--- src/rtl/origami_pkg.sv ---
// origami_pkg: shared constants and types for the ORIGAMI fetch front end.
//   XLEN      address/data width
//   ILEN      instruction word width
//   INSTR_NOP canonical NOP encoding (addi x0, x0, 0)
//   PC_STEP   byte distance between sequential instructions
//   fetch_state_t  fetch FSM state: RUN (issuing) / DRAIN (discarding stale responses)
package origami_pkg;

    localparam int unsigned XLEN      = 32;
    localparam int unsigned ILEN      = 32;
    localparam logic [31:0] INSTR_NOP = 32'h0000_0013;
    localparam int unsigned PC_STEP   = 4;

    typedef enum logic {
        RUN   = 1'b0,
        DRAIN = 1'b1
    } fetch_state_t;

endpackage

--- src/rtl/origami_fetch_fifo.sv ---
// origami_fetch_fifo: synchronous FIFO holding {pc, instr} entries between the
// instruction-memory response path and decode.
// Ports:
//   clock  in   rising-edge clock
//   reset  in   asynchronous, active-low
//   push   in   write din (ignored when full)
//   pop    in   advance the head (ignored when empty)
//   flush  in   discard all entries; wins over push/pop
//   din    in   entry to write
//   dout   out  current head entry (registered storage, valid when !empty)
//   full   out  DEPTH entries held
//   empty  out  no entries held
//   count  out  number of entries held
module origami_fetch_fifo #(
    parameter int unsigned DEPTH = 4,
    parameter int unsigned WIDTH = 64,
    localparam int unsigned CW   = $clog2(DEPTH + 1),
    localparam int unsigned PW   = $clog2(DEPTH)
) (
    input  logic             clock,
    input  logic             reset,
    input  logic             push,
    input  logic             pop,
    input  logic             flush,
    input  logic [WIDTH-1:0] din,
    output logic [WIDTH-1:0] dout,
    output logic             full,
    output logic             empty,
    output logic [CW-1:0]    count
);

    logic [WIDTH-1:0] mem [DEPTH];
    logic [PW-1:0]    wr_ptr;
    logic [PW-1:0]    rd_ptr;
    logic             do_push;
    logic             do_pop;

    assign full    = (count == CW'(DEPTH));
    assign empty   = (count == '0);
    assign do_push = push && !full;
    assign do_pop  = pop && !empty;
    assign dout    = mem[rd_ptr];

    // DEPTH is a power of two, so the pointers wrap naturally.
    always_ff @(posedge clock or negedge reset) begin
        if (!reset) begin
            wr_ptr <= '0;
            rd_ptr <= '0;
            count  <= '0;
            for (int unsigned i = 0; i < DEPTH; i++) begin
                mem[i] <= '0;
            end
        end else if (flush) begin
            wr_ptr <= '0;
            rd_ptr <= '0;
            count  <= '0;
        end else begin
            if (do_push) begin
                mem[wr_ptr] <= din;
                wr_ptr      <= wr_ptr + 1'b1;
            end
            if (do_pop) begin
                rd_ptr <= rd_ptr + 1'b1;
            end
            if (do_push && !do_pop) begin
                count <= count + 1'b1;
            end else if (do_pop && !do_push) begin
                count <= count - 1'b1;
            end
        end
    end

endmodule

--- src/rtl/origami_fetch_buffer.sv ---
// origami_fetch_buffer: instruction-fetch front end of the ORIGAMI core.
// Issues sequential fetches over a valid/ready channel, buffers in-order
// responses and hands {pc, instr} to decode. A redirect flushes the buffer
// and discards responses still in flight.
// Build option: ORIGAMI_FETCH_BYPASS_EN -- when defined, a response arriving
// while the buffer is empty and decode is ready goes straight to decode in the
// same cycle instead of through the buffer.
// Ports:
//   clock           in   sole clock, rising edge
//   reset           in   asynchronous, active-low
//   redirect_valid  in   PC redirect from execute
//   redirect_pc     in   redirect target
//   imem_req_valid  out  fetch request
//   imem_req_ready  in   memory accepts request
//   imem_req_addr   out  fetch address
//   imem_resp_valid in   response, one per accepted request, in order
//   imem_resp_data  in   instruction word
//   id_valid        out  decode entry valid
//   id_ready        in   decode accepts entry
//   id_pc           out  PC of presented instruction
//   id_instr        out  presented instruction
module origami_fetch_buffer import origami_pkg::*; #(
    parameter int unsigned        XLEN     = origami_pkg::XLEN,
    parameter int unsigned        DEPTH    = 4,
    parameter logic [XLEN-1:0]    RESET_PC = '0
) (
    input  logic            clock,
    input  logic            reset,
    input  logic            redirect_valid,
    input  logic [XLEN-1:0] redirect_pc,
    output logic            imem_req_valid,
    input  logic            imem_req_ready,
    output logic [XLEN-1:0] imem_req_addr,
    input  logic            imem_resp_valid,
    input  logic [ILEN-1:0] imem_resp_data,
    output logic            id_valid,
    input  logic            id_ready,
    output logic [XLEN-1:0] id_pc,
    output logic [ILEN-1:0] id_instr
);

    localparam int unsigned CW = $clog2(DEPTH + 1);

    fetch_state_t    state;
    fetch_state_t    state_n;
    logic [XLEN-1:0] fetch_pc;
    logic [XLEN-1:0] resp_pc;
    logic [CW-1:0]   inflight;
    logic [CW-1:0]   drop_cnt;
    logic [CW-1:0]   drop_n;
    logic [CW-1:0]   fifo_count;
    logic [CW:0]     credit_used;
    logic            fifo_full;
    logic            fifo_empty;
    logic            fifo_push;
    logic            fifo_pop;
    logic            req_fire;
    logic            resp_take;
    logic [XLEN-1:0] head_pc;
    logic [ILEN-1:0] head_instr;

    // Buffer occupancy plus outstanding requests never exceeds DEPTH, so every
    // response is guaranteed a slot.
    assign credit_used    = {1'b0, fifo_count} + {1'b0, inflight};
    assign imem_req_valid = reset && (state == RUN) && !redirect_valid && !fifo_full
                            && (credit_used < (CW+1)'(DEPTH));
    assign imem_req_addr  = fetch_pc;
    assign req_fire       = imem_req_valid && imem_req_ready;
    assign resp_take      = imem_resp_valid && (drop_cnt == '0);

`ifdef ORIGAMI_FETCH_BYPASS_EN
    logic bypass;
    assign bypass    = reset && resp_take && fifo_empty && id_ready && !redirect_valid;
    assign id_valid  = !fifo_empty || bypass;
    assign id_pc     = bypass ? resp_pc : head_pc;
    assign id_instr  = bypass ? imem_resp_data : head_instr;
    assign fifo_push = resp_take && !redirect_valid && !bypass;
`else
    assign id_valid  = !fifo_empty;
    assign id_pc     = head_pc;
    assign id_instr  = head_instr;
    assign fifo_push = resp_take && !redirect_valid;
`endif

    // Popping under redirect is harmless: flush wins inside the FIFO, and the
    // presented entry still counts as consumed by decode.
    assign fifo_pop = id_ready && !fifo_empty;

    origami_fetch_fifo #(
        .DEPTH (DEPTH),
        .WIDTH (XLEN + ILEN)
    ) u_fifo (
        .clock (clock),
        .reset (reset),
        .push  (fifo_push),
        .pop   (fifo_pop),
        .flush (redirect_valid),
        .din   ({resp_pc, imem_resp_data}),
        .dout  ({head_pc, head_instr}),
        .full  (fifo_full),
        .empty (fifo_empty),
        .count (fifo_count)
    );

    // On redirect every outstanding request becomes stale, except one whose
    // response is arriving this very cycle (it is discarded right here).
    always_comb begin
        state_n = state;
        drop_n  = drop_cnt;
        if (redirect_valid) begin
            drop_n = inflight - (imem_resp_valid ? CW'(1) : CW'(0));
        end else if (imem_resp_valid && (drop_cnt != '0)) begin
            drop_n = drop_cnt - CW'(1);
        end
        case (state)
            RUN:     if (drop_n != '0) state_n = DRAIN;
            DRAIN:   if (drop_n == '0) state_n = RUN;
            default: state_n = RUN;
        endcase
    end

    always_ff @(posedge clock or negedge reset) begin
        if (!reset) begin
            state    <= RUN;
            drop_cnt <= '0;
        end else begin
            state    <= state_n;
            drop_cnt <= drop_n;
        end
    end

    always_ff @(posedge clock or negedge reset) begin
        if (!reset) begin
            fetch_pc <= RESET_PC;
            resp_pc  <= RESET_PC;
            inflight <= '0;
        end else begin
            if (redirect_valid) begin
                fetch_pc <= redirect_pc;
                resp_pc  <= redirect_pc;
            end else begin
                if (req_fire)  fetch_pc <= fetch_pc + XLEN'(PC_STEP);
                if (resp_take) resp_pc  <= resp_pc + XLEN'(PC_STEP);
            end
            // No request can fire during a redirect, so this covers both cases.
            case ({req_fire, imem_resp_valid})
                2'b10:   inflight <= inflight + 1'b1;
                2'b01:   inflight <= inflight - 1'b1;
                default: inflight <= inflight;
            endcase
        end
    end

endmodule

--- config.mk ---
export PLATFORM = sky130hd
export DESIGN_NAME = origami_fetch_buffer
export DESIGN_NICKNAME = d
export VERILOG_FILES = /design/src/rtl/origami_pkg.sv /design/src/rtl/origami_fetch_fifo.sv /design/src/rtl/origami_fetch_buffer.sv
export SDC_FILE = /design/constraint.sdc
export NUM_CORES = 1
export LEC_CHECK = 0
export BUFFER_PORTS_ARGS = -buffer_cell sky130_fd_sc_hd__buf_2
export CAP_MARGIN = 10
export CORE_MARGIN = 1.5
export CORE_UTILIZATION = 59
export CTS_CLUSTER_SIZE = 28
export DETAILED_ROUTE_END_ITERATION = 12
export GPL_ROUTABILITY_DRIVEN = 1
export PLACE_DENSITY = 0.77
export REMOVE_ABC_BUFFERS = 1
export SLEW_MARGIN = 0
export SYNTH_ARGS = -nofsm -noshare
export SYNTH_HDL_FRONTEND = slang
export SYNTH_SLANG_ARGS = --single-unit
--- constraint.sdc ---
create_clock -name clock -period 3.5 [get_ports clock]
set_input_delay 0.525 -clock clock [delete_from_list [all_inputs] [get_ports clock]]
set_output_delay 0.525 -clock clock [all_outputs]
set_load 0.03 [all_outputs]
Word-level counts from Yosys, hierarchy flattened
Cells that the tools add are included.
- $add $sub $neg: 11
- shift operators: 0
- bitwise logic cells: 4
- multipliers: 0
- muxes and demuxes: 24
- eq/ne operators: 3
- $lt $le $gt $ge: 4
- divide/modulo/power cells: 0
- reductions and logical operators: 31
- operators with widths (cell ; count):
    bitwise mux 256 bit ; 1
    two-way mux 64 bit ; 3
    binary-select mux 64 bit (select 2 bit) ; 1
    demux 64 bit (select 2 bit) ; 1
    two-way mux 32 bit ; 4
    adder 32 x 3 -> 32 bit (second input constant) ; 2
    two-way mux 3 bit ; 5
    logical AND 1 bit ; 14
    nonzero test 2 bit ; 5
    logical NOT 3 bit ; 3
    nonzero test 3 bit ; 3
    subtractor 3 x 1 -> 3 bit (second input constant) ; 3
    two-way mux 2 bit ; 4
    adder 3 x 1 -> 3 bit (second input constant) ; 2
    greater-or-equal comparator 3 bit (second input constant) ; 2
    inverter 2 -> 3 bit ; 2
    case mux 3 bit (2 select lines) ; 1
    logical NOT 1 bit ; 5
    adder 2 x 1 -> 2 bit (second input constant) ; 2
    adder 3 x 3 -> 4 bit ; 1
    less-than comparator 4 x 3 -> 1 bit (second input constant) ; 1
    equality test 3 bit (second input constant) ; 1
    less-than comparator 3 x 1 -> 1 bit (second input constant) ; 1
    two-way mux 1 bit ; 3
    other kinds (6) ; 7
- memories: 0
- bits in read-only memories: 0
- logic and storage cells: 89
- bits in writable memories: 0
- bits in latches: 0
- register bits: 334

Longest topological paths before layout
- depth after elaboration: 9
- gate-level depth with buffers: 13

By module
A second synthesis with hierarchy kept.
- cells, all modules: 1088
- area total of the unflattened synthesis: 15906.5 µm²
- by module, submodules not included (module ; cells an instance ; area each (µm²) ; instances ; sequential area each (µm²)):
    origami_fetch_fifo ; 677 ; 11935.2 ; 1 ; 6581.3
    origami_fetch_buffer ; 411 ; 3971.3 ; 1 ; 1776.7

Least setup slack after synthesis
No wires, ideal clock.
- path kind: register to output
- start: register u_fifo.count[1]
- end: output imem_req_valid
- path slack: 0.797 ns
- data required time: 2.975 ns
- stages on the path, launching flop included: 7
- data arrival time: 2.178 ns
- buffers on the path: 1
- cell sequence: dfrtp_1 -> ha_1 -> nand3_1 -> nand3_1 -> clkbuf_1 -> or3_1 -> nor3_1
- word-level cells in the longest chain between the ends: 4
- RTL lines (what ; RTL line ; RTL):
    start, declared ; origami_fetch_fifo.sv:29 ; output logic [CW-1:0] count
    start signal, assigned ; origami_fetch_fifo.sv:66 ; count <= count + 1'b1;
    start signal, assigned ; origami_fetch_fifo.sv:68 ; count <= count - 1'b1;
    parallel branches: the longest is 3 deep, another holds adder 3 x 3 -> 4 bit ; n/a ;
    logical AND 1 bit (*) ; origami_fetch_buffer.sv:66 ; && (credit_used < (CW+1)'(DEPTH));
    end, declared ; origami_fetch_buffer.sv:31 ; output logic imem_req_valid,
Every way passes the cells marked *.

Worst setup path in the final report
- start: input reset
- end: output imem_req_valid
- word-level cells in the longest chain between the ends: 4
- RTL lines (what ; RTL line ; RTL):
    start, declared ; origami_fetch_buffer.sv:28 ; input logic reset,
    logical AND 1 bit (3 in series) ; origami_fetch_buffer.sv:65 ; assign imem_req_valid = reset && (state == RUN) && !redirect_valid && !fifo_full
    logical AND 1 bit ; origami_fetch_buffer.sv:66 ;
No other way between the ends.

==> summary.md <==
| Metric | Value |
|---|---|
| Leakage | `0.00842 µW` |
| TritonCTS clock tree | `yes` |
| Fmax | `0.313 GHz` |
| Initial core utilization | `0.600` |
| Final setup fails | `0` |
| Crit Path Max Fanout | `33` |
| DP Area | `16800 µm²` |
| PostCTS Resize Cnt | `0` |
| Tmin final | `3.20 ns` |
| Synthesized flop and latch total | `334` |
| Tot Pwr | `12900 µW` |
| Element type at the critical path end | `output port` |
| Yosys warning count | `0` |
| Final net count | `1368` |
| Port Buf Inserts | `167` |
| H-tree depth | `2` |
| Ys async rst share | `1.00` |
| Design area | `18000 µm²` |
| DRT Pass-1 Iters | `5` |
| Initial antenna violation count | `1` |
| FP Rows | `59` |
| Core area | `26000 µm²` |
| CTS Buf Count | `36` |
| Main synth FF type | `dfrtp_1` |
| Overflow after GRT | `0` |
| Num ports | `168` |
| Unrepaired setup endpoints after global routing | `false` |
| Die area | `27400 µm²` |
| Routed length per instance | `21.2 µm` |
| Vias in the first global route | `10500` |
| Worst setup SP type | `primary input` |
| Worst-Skew Late Latency | `0.51 ns` |
| Post-CTS setup buffers | `0` |
| Slew Limit Fails | `0` |
| Pwr dens | `715 nW/µm²` |
| Clock skew | `0.00980 ns` |
| Clk Tree Root Cell | `clkbuf_16` |
| Number of flops mapped to enable cells by yosys | `0` |
| WP data required | `2.97 ns` |
| Cts hold-fix bufs | `1` |
| Routability cong. | `0.889` |
| Die span in x | `166 µm` |
| Post-synthesis cell area | `15600 µm²` |
| Hold Path Class | `in -> reg` |
| First-pass GRT wire length | `56000 µm` |
| Tcrit/Tclk final | `0.914` |
| Slew @ Worst Pin | `0.891 ns` |
| Die Ht | `166 µm` |
| Max-cap violation count | `0` |
| DR DRC count | `0` |
| Final Hold Fails | `0` |
| Clock tree buffer depth | `3` |
| DPL Wire Length | `23100 µm` |
| Gr usage total | `0.265` |
| Syn-to-layout area delta | `15.6%` |
| Total wire length | `34900 µm` |
| Routed Antenna Nets | `0` |
| Post-Synthesis Cells | `1126` |
| Max IR drop VDD | `595 µV` |
| Share of the yosys chip area belonging to registers | `0.536` |
| Drt first-iter violations | `729` |
| CP arrival | `2.67 ns` |
| Largest net degree at the start of global routing | `151` |
| Syn_area_per_cell | `13.8 µm²` |
| Run status | `complete, no violations` |
| Relative slew margins | `0.405` |
| Routed vias | `9999` |
| CTS sink cnt | `334` |
| Fillers | `1857` |
| Setup TNS | `0 ns` |
| Vias per cell | `6.08` |
| CTS clock-pin slew for the worst setup and hold paths | `0.06 ns` |
| Crit path kind | `in -> out` |
| Hold WS | `0.255 ns` |
| Netlist cell types | `53` |
| Layout cell share with drive strength beyond 1 | `0.446` |
==> worst paths after layout <==
| check | endpoint | startpoint | slack (ns) | cells past startpoint |
|---|---|---|---|---|
| hold reg to reg | u_fifo.mem[66]$_DFFE_PN0P_ | u_fifo.mem[66]$_DFFE_PN0P_ | 0.48 | 1 |
| setup reg to reg | inflight[2]$_DFFE_PN0P_ | u_fifo.count[2]$_DFFE_PN0P_ | 0.51 | 10 |
| min in group asynchronous | resp_pc[22]$_DFFE_PN0N_ | reset | 0.48 | 2 |
| hold / removal | imem_req_addr[1]$_DFFE_PN0P_ | redirect_pc[1] | 0.26 | 3 |
| max in group asynchronous | u_fifo.mem[19]$_DFFE_PN0P_ | reset | 1.33 | 4 |
| setup / recovery | imem_req_valid | reset | 0.30 | 6 |
==> synth_stat cells, drive strengths merged, types with 10 or more instances <==
library cell / count / area share
nor2: 18 / 0.0054
clkbuf: 31 / 0.0075
dfrtp: 334 / 0.54
a21oi: 11 / 0.0035
nand4: 25 / 0.010
ha: 13 / 0.010
xor2: 16 / 0.0090
or3: 10 / 0.0040
nand3: 34 / 0.011
xnor2: 28 / 0.016
mux2: 268 / 0.19
nand2: 50 / 0.012
nor3: 22 / 0.0071
o21ai: 41 / 0.013
o211ai: 11 / 0.0053
buf: 44 / 0.017
mux4: 64 / 0.092
inv: 35 / 0.0084
==> cell usage in the layout (no fill, tap or decap), types with 17 or more instances in the layout <==
cell,n
dfrtp_1,332
mux2_2,256
buf_2,166
mux4_2,64
nand2_1,50
clkbuf_16,37
inv_1,34
nand3_1,34
o21ai_0,32
xnor2_1,28
nand4_1,25
nor3_1,22
nor2_1,17
buf_4,17
==> where the power goes <==
group,total (µW),switching (µW),internal [µW]
Clock,3860,1510,2350
Sequential,5050,542,4510
Combinational,3970,2230,1740
==> cell families after synthesis <==
| family | Yosys count | synth area share |
|---|---|---|
| AO/OA/AOI/OAI | 92 | 0.0371 |
| XOR/XNOR | 44 | 0.0247 |
| adder cells (fa/ha/maj) | 15 | 0.0130 |
| buffers and inverters | 110 | 0.0326 |
| flip-flops | 334 | 0.536 |
| multiplexers | 336 | 0.289 |
| AND/OR/NAND/NOR | 195 | 0.0676 |
==> sequential cells by signal (all words and copies together), names as in the netlist <==
name,count
u_fifo.mem,256
u_fifo.rd_ptr,2
u_fifo.wr_ptr,2
resp_pc,32
imem_req_addr,32
state,1
drop_cnt,3
inflight,3
u_fifo.count,3
==> stage by stage <==
stage                     std cells  worst slack, ns   util
after floorplan                1051           -0.386      -
after global placement         1579            0.632  0.646
after detailed placement       1579            0.569  0.646
after CTS                      1644            0.292  0.693
after global routing           1645            0.155  0.693
final                          1645            0.301  0.693
==> worst max-delay path, cell delays in order <==
cell	delay (ns)
dlygate4sd3_1	0.57
buf_8	0.27
nand3_1	0.33
or3_1	0.42
nor3_1	0.26
buf_2	0.26
==> routing by layer <==
metal	wire [µm]	track usage
met5	0	0
met3	1810	0.0420
met1	15100	0.361
met2	17000	0.433
met4	947	0.0933
==> final cells by class <==
cell class	instances	area, µm²	share of cell area
diodes	1	2.50	0.000139
clock inverters	16	194	0.0108
multi-input cells	682	6730	0.373
well taps	335	419	0.0233
repair buffers	194	1160	0.0646
inverters	35	131	0.00729
flip-flops and latches	334	8360	0.464
clock buffers	48	1020	0.0565
Power figures use the tool's default switching activity.
